==> src/rtl/multicycle_ctrl.sv <==
// multicycle_ctrl: main control FSM for the multi-cycle LEGv8 core with exceptions, ERET and MRS
module multicycle_ctrl (
  input  logic        clk,
  input  logic        reset,
  input  logic [10:0] op,
  input  logic        zero,
  input  logic        extirq,
  output logic [3:0]  state,
  output logic [1:0]  aluop,
  output logic        alusrca,
  output logic [1:0]  alusrcb,
  output logic [1:0]  pcsrc,
  output logic        pcwrite,
  output logic        irwrite,
  output logic        memread,
  output logic        memwrite,
  output logic        regwrite,
  output logic        memtoreg,
  output logic        reg2loc,
  output logic        mrs,
  output logic        exc,
  output logic [1:0]  exc_code
);
  typedef enum logic [3:0] {
    S_FETCH  = 4'd0,
    S_DECODE = 4'd1,
    S_MEMADR = 4'd2,
    S_MEMRD  = 4'd3,
    S_MEMWB  = 4'd4,
    S_MEMWR  = 4'd5,
    S_EXEC   = 4'd6,
    S_ALUWB  = 4'd7,
    S_CBZ    = 4'd8,
    S_BRANCH = 4'd9,
    S_ERET   = 4'd10,
    S_MRS    = 4'd11,
    S_EXC    = 4'd12
  } state_t;
  state_t     state_q, state_d;
  logic [1:0] exc_code_q, exc_code_d;
  logic is_ldur, is_stur, is_rtype, is_cbz, is_b, is_eret, is_mrs;
  assign is_ldur  = op == 11'b11111000010;
  assign is_stur  = op == 11'b11111000000;
  assign is_rtype = op == 11'b10001011000 || op == 11'b11001011000 ||
                    op == 11'b10001010000 || op == 11'b10101010000;
  assign is_cbz   = op[10:3] == 8'b10110100;
  assign is_b     = op[10:5] == 6'b000101;
  assign is_eret  = op == 11'b11010110100;
  assign is_mrs   = op == 11'b11010101001;
  assign state    = reset ? state_q : 4'd0;
  assign exc_code = exc_code_q;
  // State and exception-cause registers; reset abandons any instruction in flight
  always_ff @(posedge clk or negedge reset) begin
    if (!reset) begin
      state_q    <= S_FETCH;
      exc_code_q <= 2'b00;
    end else begin
      state_q    <= state_d;
      exc_code_q <= exc_code_d;
    end
  end
  // Next state; the cause is captured only on the DECODE to EXC transition
  always_comb begin
    state_d    = S_FETCH;
    exc_code_d = exc_code_q;
    case (state_q)
      S_FETCH:  state_d = S_DECODE;
      S_DECODE: begin
        if (extirq) begin
          state_d    = S_EXC;
          exc_code_d = 2'b01;
        end else if (is_ldur || is_stur) state_d = S_MEMADR;
        else if (is_rtype) state_d = S_EXEC;
        else if (is_cbz)   state_d = S_CBZ;
        else if (is_b)     state_d = S_BRANCH;
        else if (is_eret)  state_d = S_ERET;
        else if (is_mrs)   state_d = S_MRS;
        else begin
          state_d    = S_EXC;
          exc_code_d = 2'b10;
        end
      end
      S_MEMADR: state_d = is_ldur ? S_MEMRD : S_MEMWR;
      S_MEMRD:  state_d = S_MEMWB;
      S_EXEC:   state_d = S_ALUWB;
      default:  state_d = S_FETCH;
    endcase
  end
  // Moore output decode (CBZ pcwrite follows zero); everything is held low during reset
  always_comb begin
    aluop    = 2'b00;
    alusrca  = 1'b0;
    alusrcb  = 2'b00;
    pcsrc    = 2'b00;
    pcwrite  = 1'b0;
    irwrite  = 1'b0;
    memread  = 1'b0;
    memwrite = 1'b0;
    regwrite = 1'b0;
    memtoreg = 1'b0;
    reg2loc  = 1'b0;
    mrs      = 1'b0;
    exc      = 1'b0;
    case (state_q)
      S_FETCH: begin
        memread = 1'b1;
        irwrite = 1'b1;
        pcwrite = 1'b1;
        alusrcb = 2'b01;
      end
      S_DECODE: begin
        alusrcb = 2'b11;
        reg2loc = is_stur || is_cbz;
      end
      S_MEMADR: begin
        alusrca = 1'b1;
        alusrcb = 2'b10;
      end
      S_MEMRD:  memread = 1'b1;
      S_MEMWB: begin
        regwrite = 1'b1;
        memtoreg = 1'b1;
      end
      S_MEMWR: begin
        memwrite = 1'b1;
        reg2loc  = 1'b1;
      end
      S_EXEC: begin
        alusrca = 1'b1;
        aluop   = 2'b10;
      end
      S_ALUWB:  regwrite = 1'b1;
      S_CBZ: begin
        alusrca = 1'b1;
        aluop   = 2'b01;
        reg2loc = 1'b1;
        pcsrc   = 2'b01;
        pcwrite = zero;
      end
      S_BRANCH: begin
        pcsrc   = 2'b01;
        pcwrite = 1'b1;
      end
      S_ERET: begin
        aluop   = 2'b01;
        pcsrc   = 2'b10;
        pcwrite = 1'b1;
      end
      S_MRS: begin
        aluop    = 2'b01;
        regwrite = 1'b1;
        mrs      = 1'b1;
      end
      S_EXC: begin
        exc     = 1'b1;
        pcsrc   = 2'b11;
        pcwrite = 1'b1;
      end
      default: ;
    endcase
    if (!reset) begin
      aluop    = 2'b00;
      alusrca  = 1'b0;
      alusrcb  = 2'b00;
      pcsrc    = 2'b00;
      pcwrite  = 1'b0;
      irwrite  = 1'b0;
      memread  = 1'b0;
      memwrite = 1'b0;
      regwrite = 1'b0;
      memtoreg = 1'b0;
      reg2loc  = 1'b0;
      mrs      = 1'b0;
      exc      = 1'b0;
    end
  end
endmodule

==> config.mk <==
export PLATFORM = sky130hd
export DESIGN_NAME = multicycle_ctrl
export DESIGN_NICKNAME = d
export VERILOG_FILES = /design/src/rtl/multicycle_ctrl.sv
export SDC_FILE = /design/constraint.sdc
export NUM_CORES = 1
export LEC_CHECK = 0
export CORE_AREA = 4 4 49 51
export DETAILED_ROUTE_END_ITERATION = 7
export DIE_AREA = 0 0 53 55
export GPL_TIMING_DRIVEN = 0
export PLACE_DENSITY = 0.8
export SLEW_MARGIN = 20
export SYNTH_ARGS = -nofsm -noshare
export SYNTH_HDL_FRONTEND = slang
export SYNTH_SLANG_ARGS = --single-unit
==> constraint.sdc <==
create_clock -name clk -period 2.27 [get_ports clk]
set_clock_uncertainty 0.05 [all_clocks]
set_input_delay 0.454 -clock clk [delete_from_list [all_inputs] [get_ports clk]]
set_output_delay 0.454 -clock clk [all_outputs]
set_load 0.05 [all_outputs]
# [Word-level counts from Yosys, hierarchy flattened]
# Cells that the tools add are included.
[word_totals] regBits=6 inputBits=15 output_inout_bits=22 elab_cells=87
[classes] n_eq_ne=28 n_mux=43 n_reduce_logical=14
[ops] operator="$eq A11 B11 Y1 const B" n=8
[ops] operator="$eq A4 B4 Y1 const B" n=5
[ops] operator="$mux W2" n=10
[ops] operator="$pmux W4 S5" n=1
[ops] operator="$mux W1" n=18
[ops] operator="$eq A4 B3 Y1 const B" n=4
[ops] operator="$mux W4" n=4
[ops] operator="$mux W3" n=5
[ops] operator="$ne A2 B2 Y1 const B" n=6
[ops] operator="$pmux W2 S3" n=2
[ops] operator="$reduce_or A3 Y1" n=3
[ops] operator="$eq A4 B2 Y1 const B" n=2
[ops] operator="$eq A8 B8 Y1 const B" n=1
[ops] operator="$reduce_and A7 Y1" n=1
[ops] operator="$eq A6 B3 Y1 const B" n=1
[ops] operator="$reduce_or A2 Y1" n=3
[ops] operator="$logic_or A1 B1 Y1" n=5
[ops] operator="$eq A4 B1 Y1 const B" n=1
[ops] operator="$logic_not A4 Y1" n=1
[ops] operator="$pmux W1 S2" n=2
[ops] operator="$pmux W2 S2" n=1
[ops] operator="$reduce_or A4 Y1" n=1

# [Depth between registers and ports, before layout]
[logic_depth] depth_word=9 depth_mapped=6 depth_no_buf=5

# [Worst setup path after synthesis]
# OpenSTA, ideal clock, no wires.
[synth_timing] path_kind="flip-flop to output port" start="register state_q[2]" end="output memtoreg" arrival_ns=2.467 t_required_ns=1.766 slack_ns=-0.701 path_stages_with_launch=5 path_buffers=2 path_cell_list="dfrtp_1 clkbuf_1 clkbuf_1 nand2_1 nor4_1"
[synth_between] elab_chain_cells=3
[synth_rtl] item="start, declared" line="39" source="state_t state_q, state_d;"
[synth_rtl] item="start signal, assigned" line="58" source="state_q <= state_d;"
[synth_rtl] item="$eq A4 B3 Y1" line="104" source="case (state_q)"
[synth_rtl] item="$mux W1" line="104"
[synth_rtl] item="$mux W1" line="161" source="if (!reset) begin"
[synth_rtl] item="end, declared" line="18" source="output logic memtoreg,"
# No other way between the ends.

# [Final worst setup path]
[layout_timing] start="input op[5]" end="output reg2loc"
[layout_between] elab_chain_cells=4 elab_cells_between_ends=5 cone_classes="eq/ne (2); mux (2); reduce/logical (1)"
[layout_rtl] item="start, declared" line="5" source="input logic [10:0] op,"
[layout_rtl] item="$eq A11 B11 Y1 / $eq A8 B8 Y1 (equally long branches)" line="43, 46"
[layout_rtl] item="$logic_or A1 B1 Y1 (*)" line="113" source="reg2loc = is_stur || is_cbz;"
[layout_rtl] item="$pmux W1 S2 (*)" line="104"
[layout_rtl] item="$mux W1 (*)" line="161"
[layout_rtl] item="end, declared" line="19" source="output logic reg2loc,"
# Every way passes the cells marked *; elsewhere a longest branch is shown, timed or not.

==> flow_summary.json <==
{
  "synthesis.nets": 121,
  "multiInputGateArea_um2": 609,
  "p_total_uw": 307,
  "power_frac_clock": 0.325,
  "grt_start_max_net_pins": 12,
  "gp_congestion": 0.833,
  "clk_pin_slew_ns": 0.05,
  "core_area_um2": 1940,
  "critPathKind": "input port to output pin",
  "drv_slew": 0,
  "worstPathCellList": "buf_6 > or3b_4 > o32a_1 > nor3_2 > a21oi_2 > nor2_4 > buf_8",
  "syn_avg_cell_area_um2": 7.07,
  "clock_sinks": 6,
  "ys_ff_latch": 6,
  "critPathMaxFanout": 2,
  "grt-ovfl-total": 0,
  "reg2reg_depth": 5,
  "synth_area_um2": 749,
  "synth-compound-area-share": 0.215,
  "fp.dieW_um": 53,
  "die_area_um2": 2920,
  "post_dp_cell_area_um2": 1170,
  "start_util": 0.386,
  "cts_tree": "built",
  "synth.distinct_cells": 36,
  "drt-pass1-iter-count": 4,
  "design_area_um2": 1210,
  "areaGrowthSynthToFinish_pct": 61.1,
  "ioPinCount": 37,
  "synth_mux_area_frac": 0.0150,
  "cts.path.max_buffers": 2,
  "remaining_drc_errors": 0,
  "vias": 933,
  "setup_viol": 0,
  "slew_headroom": 0.602,
  "wl_per_cell_um": 13.8,
  "cap_violations": 0,
  "slowest_delay_ns": 0.38,
  "fmax_mhz": 445,
  "die_h_um": 55,
  "io_buffers": 36,
  "hp-class": "input port to asynchronous set/reset pin",
  "p_leak_uw": 0.000536,
  "switching_share": 0.312,
  "grt_pass1_wl_mm": 3.78,
  "fin_crit_sh": 0.989,
  "powerDensity_nw_per_um2": 254,
  "worstPathArrival_ns": 1.74,
  "synth_fa_ha_area_frac": 0,
  "dr.first_iter.drc_count": 12,
  "row_count": 16,
  "synthSimpleGateAreaFrac": 0.479,
  "root_buffer": "clkbuf_4",
  "vdd_ir_drop_max_mv": 0.419,
  "yosys_warnings": 0,
  "grt_pass1_vias": 890,
  "setup-tns-final_ns": 0,
  "antenna_found_initial": 0,
  "clkLatencyLatePin_ns": 0.24,
  "holdWs_ns": 0.0925,
  "status": "complete, no violations",
  "seqPwrFrac": 0.363,
  "final_hold_viol_count": 0,
  "seqCellArea_um2": 153,
  "viasPerCell": 5.42,
  "cp_slowest_cell": "or3b_4",
  "synth-xor-area-share": 0.0351,
  "drive_gt1_frac": 0.338,
  "finalNetCount": 162,
  "ant_nets": 0,
  "p_switching_uw": 95.8,
  "rsz0062_at_grt": "true",
  "synth_top_family_by_area": "simple AND/OR/NAND/NOR gates",
  "syn_inst": 106,
  "combPwrFrac": 0.312,
  "cts.htree.levels": 1,
  "tightest_slew_ns": 0.593,
  "end_kind": "output pin",
  "cp.required_ns": 1.77,
  "hpwl_mm": 1.77,
  "post-route-min-period_ns": 2.24,
  "routed_wl_mm": 2.37,
  "grt_use_total": 0.171,
  "fill_cells": 192,
  "p_int_uw": 211,
  "cts_buffers": 3,
  "antenna_cells": 0,
  "crit_path_start_kind": "input port",
  "seq_area_frac_synth": 0.200
}
## sequential cells by signal (all words and copies together), names as in the netlist
register	flops
exc_code	2
state_q	4
## worst max-delay path, delay by kind of cell
family                 cells  cell delay, ns
AOI/OAI and AO/OA          2            0.44
buffers and inverters      2            0.24
and+or+nand+nor            3            0.61
## cells by family after synthesis
kind of cell	after synthesis
XOR/XNOR	3
multiplexers	1
flip-flops	6
buffers and inverters	11
AND/OR/NAND/NOR	60
AO/OA/AOI/OAI	25
## timing repair
item / 4_1_cts / 5_1_grt
gates resized for setup: 88 / 25
pin swaps: 5 / 7
hold buffers: 0 / 0
buffers inserted: 1 / 1
setup endpoints to repair: 20 / 17
## power groups by stage
stage	Combinational (uW)	Sequential (uW)	Clock, uW
2_1_floorplan	35.7	123	0
3_3_place_gp	93.7	113	0
3_5_place_dp	95.4	113	0
4_1_cts	94.3	112	103
5_1_grt	102	112	111
6_report	95.7	112	99.7
## stage by stage
stage / std cells / util / setup slack [ns]
detailed placement: 169 / 0.602 / -1.09
floorplan: 106 / - / -0.142
CTS: 171 / 0.628 / -0.0708
finish: 172 / 0.622 / 0.0252
global route: 172 / 0.622 / -0.0548
global placement: 169 / 0.602 / -1.08
## cell usage in the layout, fill, tap and decap left out, drive strengths merged, types with 2 or more instances in the layout
master,instances
a21oi,8
dlygate4sd2,5
a31oi,3
o31ai,2
xor2,3
o21ai,5
o21a,2
dfrtp,6
nand2,9
nor2b,5
clkdlybuf4s50,7
and3,3
nor4,4
and2,3
clkdlybuf4s15,9
dlymetal6s2s,2
nor3,8
nand2b,6
inv,4
nor2,10
clkbuf,10
buf,13
## path summary, 6_finish.rpt
check | from | endpoint | slack (ns)
hold / removal | reset | state_q[1]$_DFF_PN0_ | 0.09
min in group clk | exc_code[1]$_DFFE_PN0P_ | exc_code[1]$_DFFE_PN0P_ | 0.46
hold reg to reg | exc_code[1]$_DFFE_PN0P_ | exc_code[1]$_DFFE_PN0P_ | 0.46
max in group asynchronous | reset | state_q[2]$_DFF_PN0_ | 1.88
setup / recovery | op[5] | reg2loc | 0.03
setup reg to reg | state_q[0]$_DFF_PN0_ | exc_code[1]$_DFFE_PN0P_ | 0.54
## cell usage after synthesis (all sizes together)
cell      n  area share
or3b      1       0.012
and3      3       0.025
and4bb    1       0.017
and4      1       0.012
nor4      4       0.053
a31oi     3       0.025
o21a      2       0.020
nand2b    6       0.050
xor2      3       0.035
a211oi    1       0.017
nand4     1      0.0084
or3       1      0.0084
inv       4       0.020
or4b      1       0.013
nor2     10       0.050
a22o      1       0.012
nand4bb   1       0.015
nand2     9       0.045
nor4b     1       0.012
a21oi     8       0.053
or2       1      0.0084
nand3     1      0.0067
mux2      1       0.015
clkbuf    7       0.035
nor3      8       0.053
dfrtp     6        0.20
a211o     1       0.012
nor2b     5       0.042
o32a      1       0.013
o21ai     5       0.033
a21boi    1       0.010
o31ai     2       0.020
and2      3       0.025
nand4b    1       0.012
and3b     1       0.012
## area by class of cell
cell class	instances	area share
inverters	4	0.0124
multi-input cells	89	0.505
clock buffers	3	0.0187
repair buffers	38	0.289
plain buffers	5	0.0207
flip-flops and latches	6	0.126
well taps	27	0.0280
## per-layer routing
layer / track usage / wire length (um)
met4: 0.0383 / 4
met2: 0.314 / 1180
met3: 0.0456 / 214
met5: 0 / 0
met1: 0.197 / 977
No activity file was read; power rests on OpenSTA's default activity.
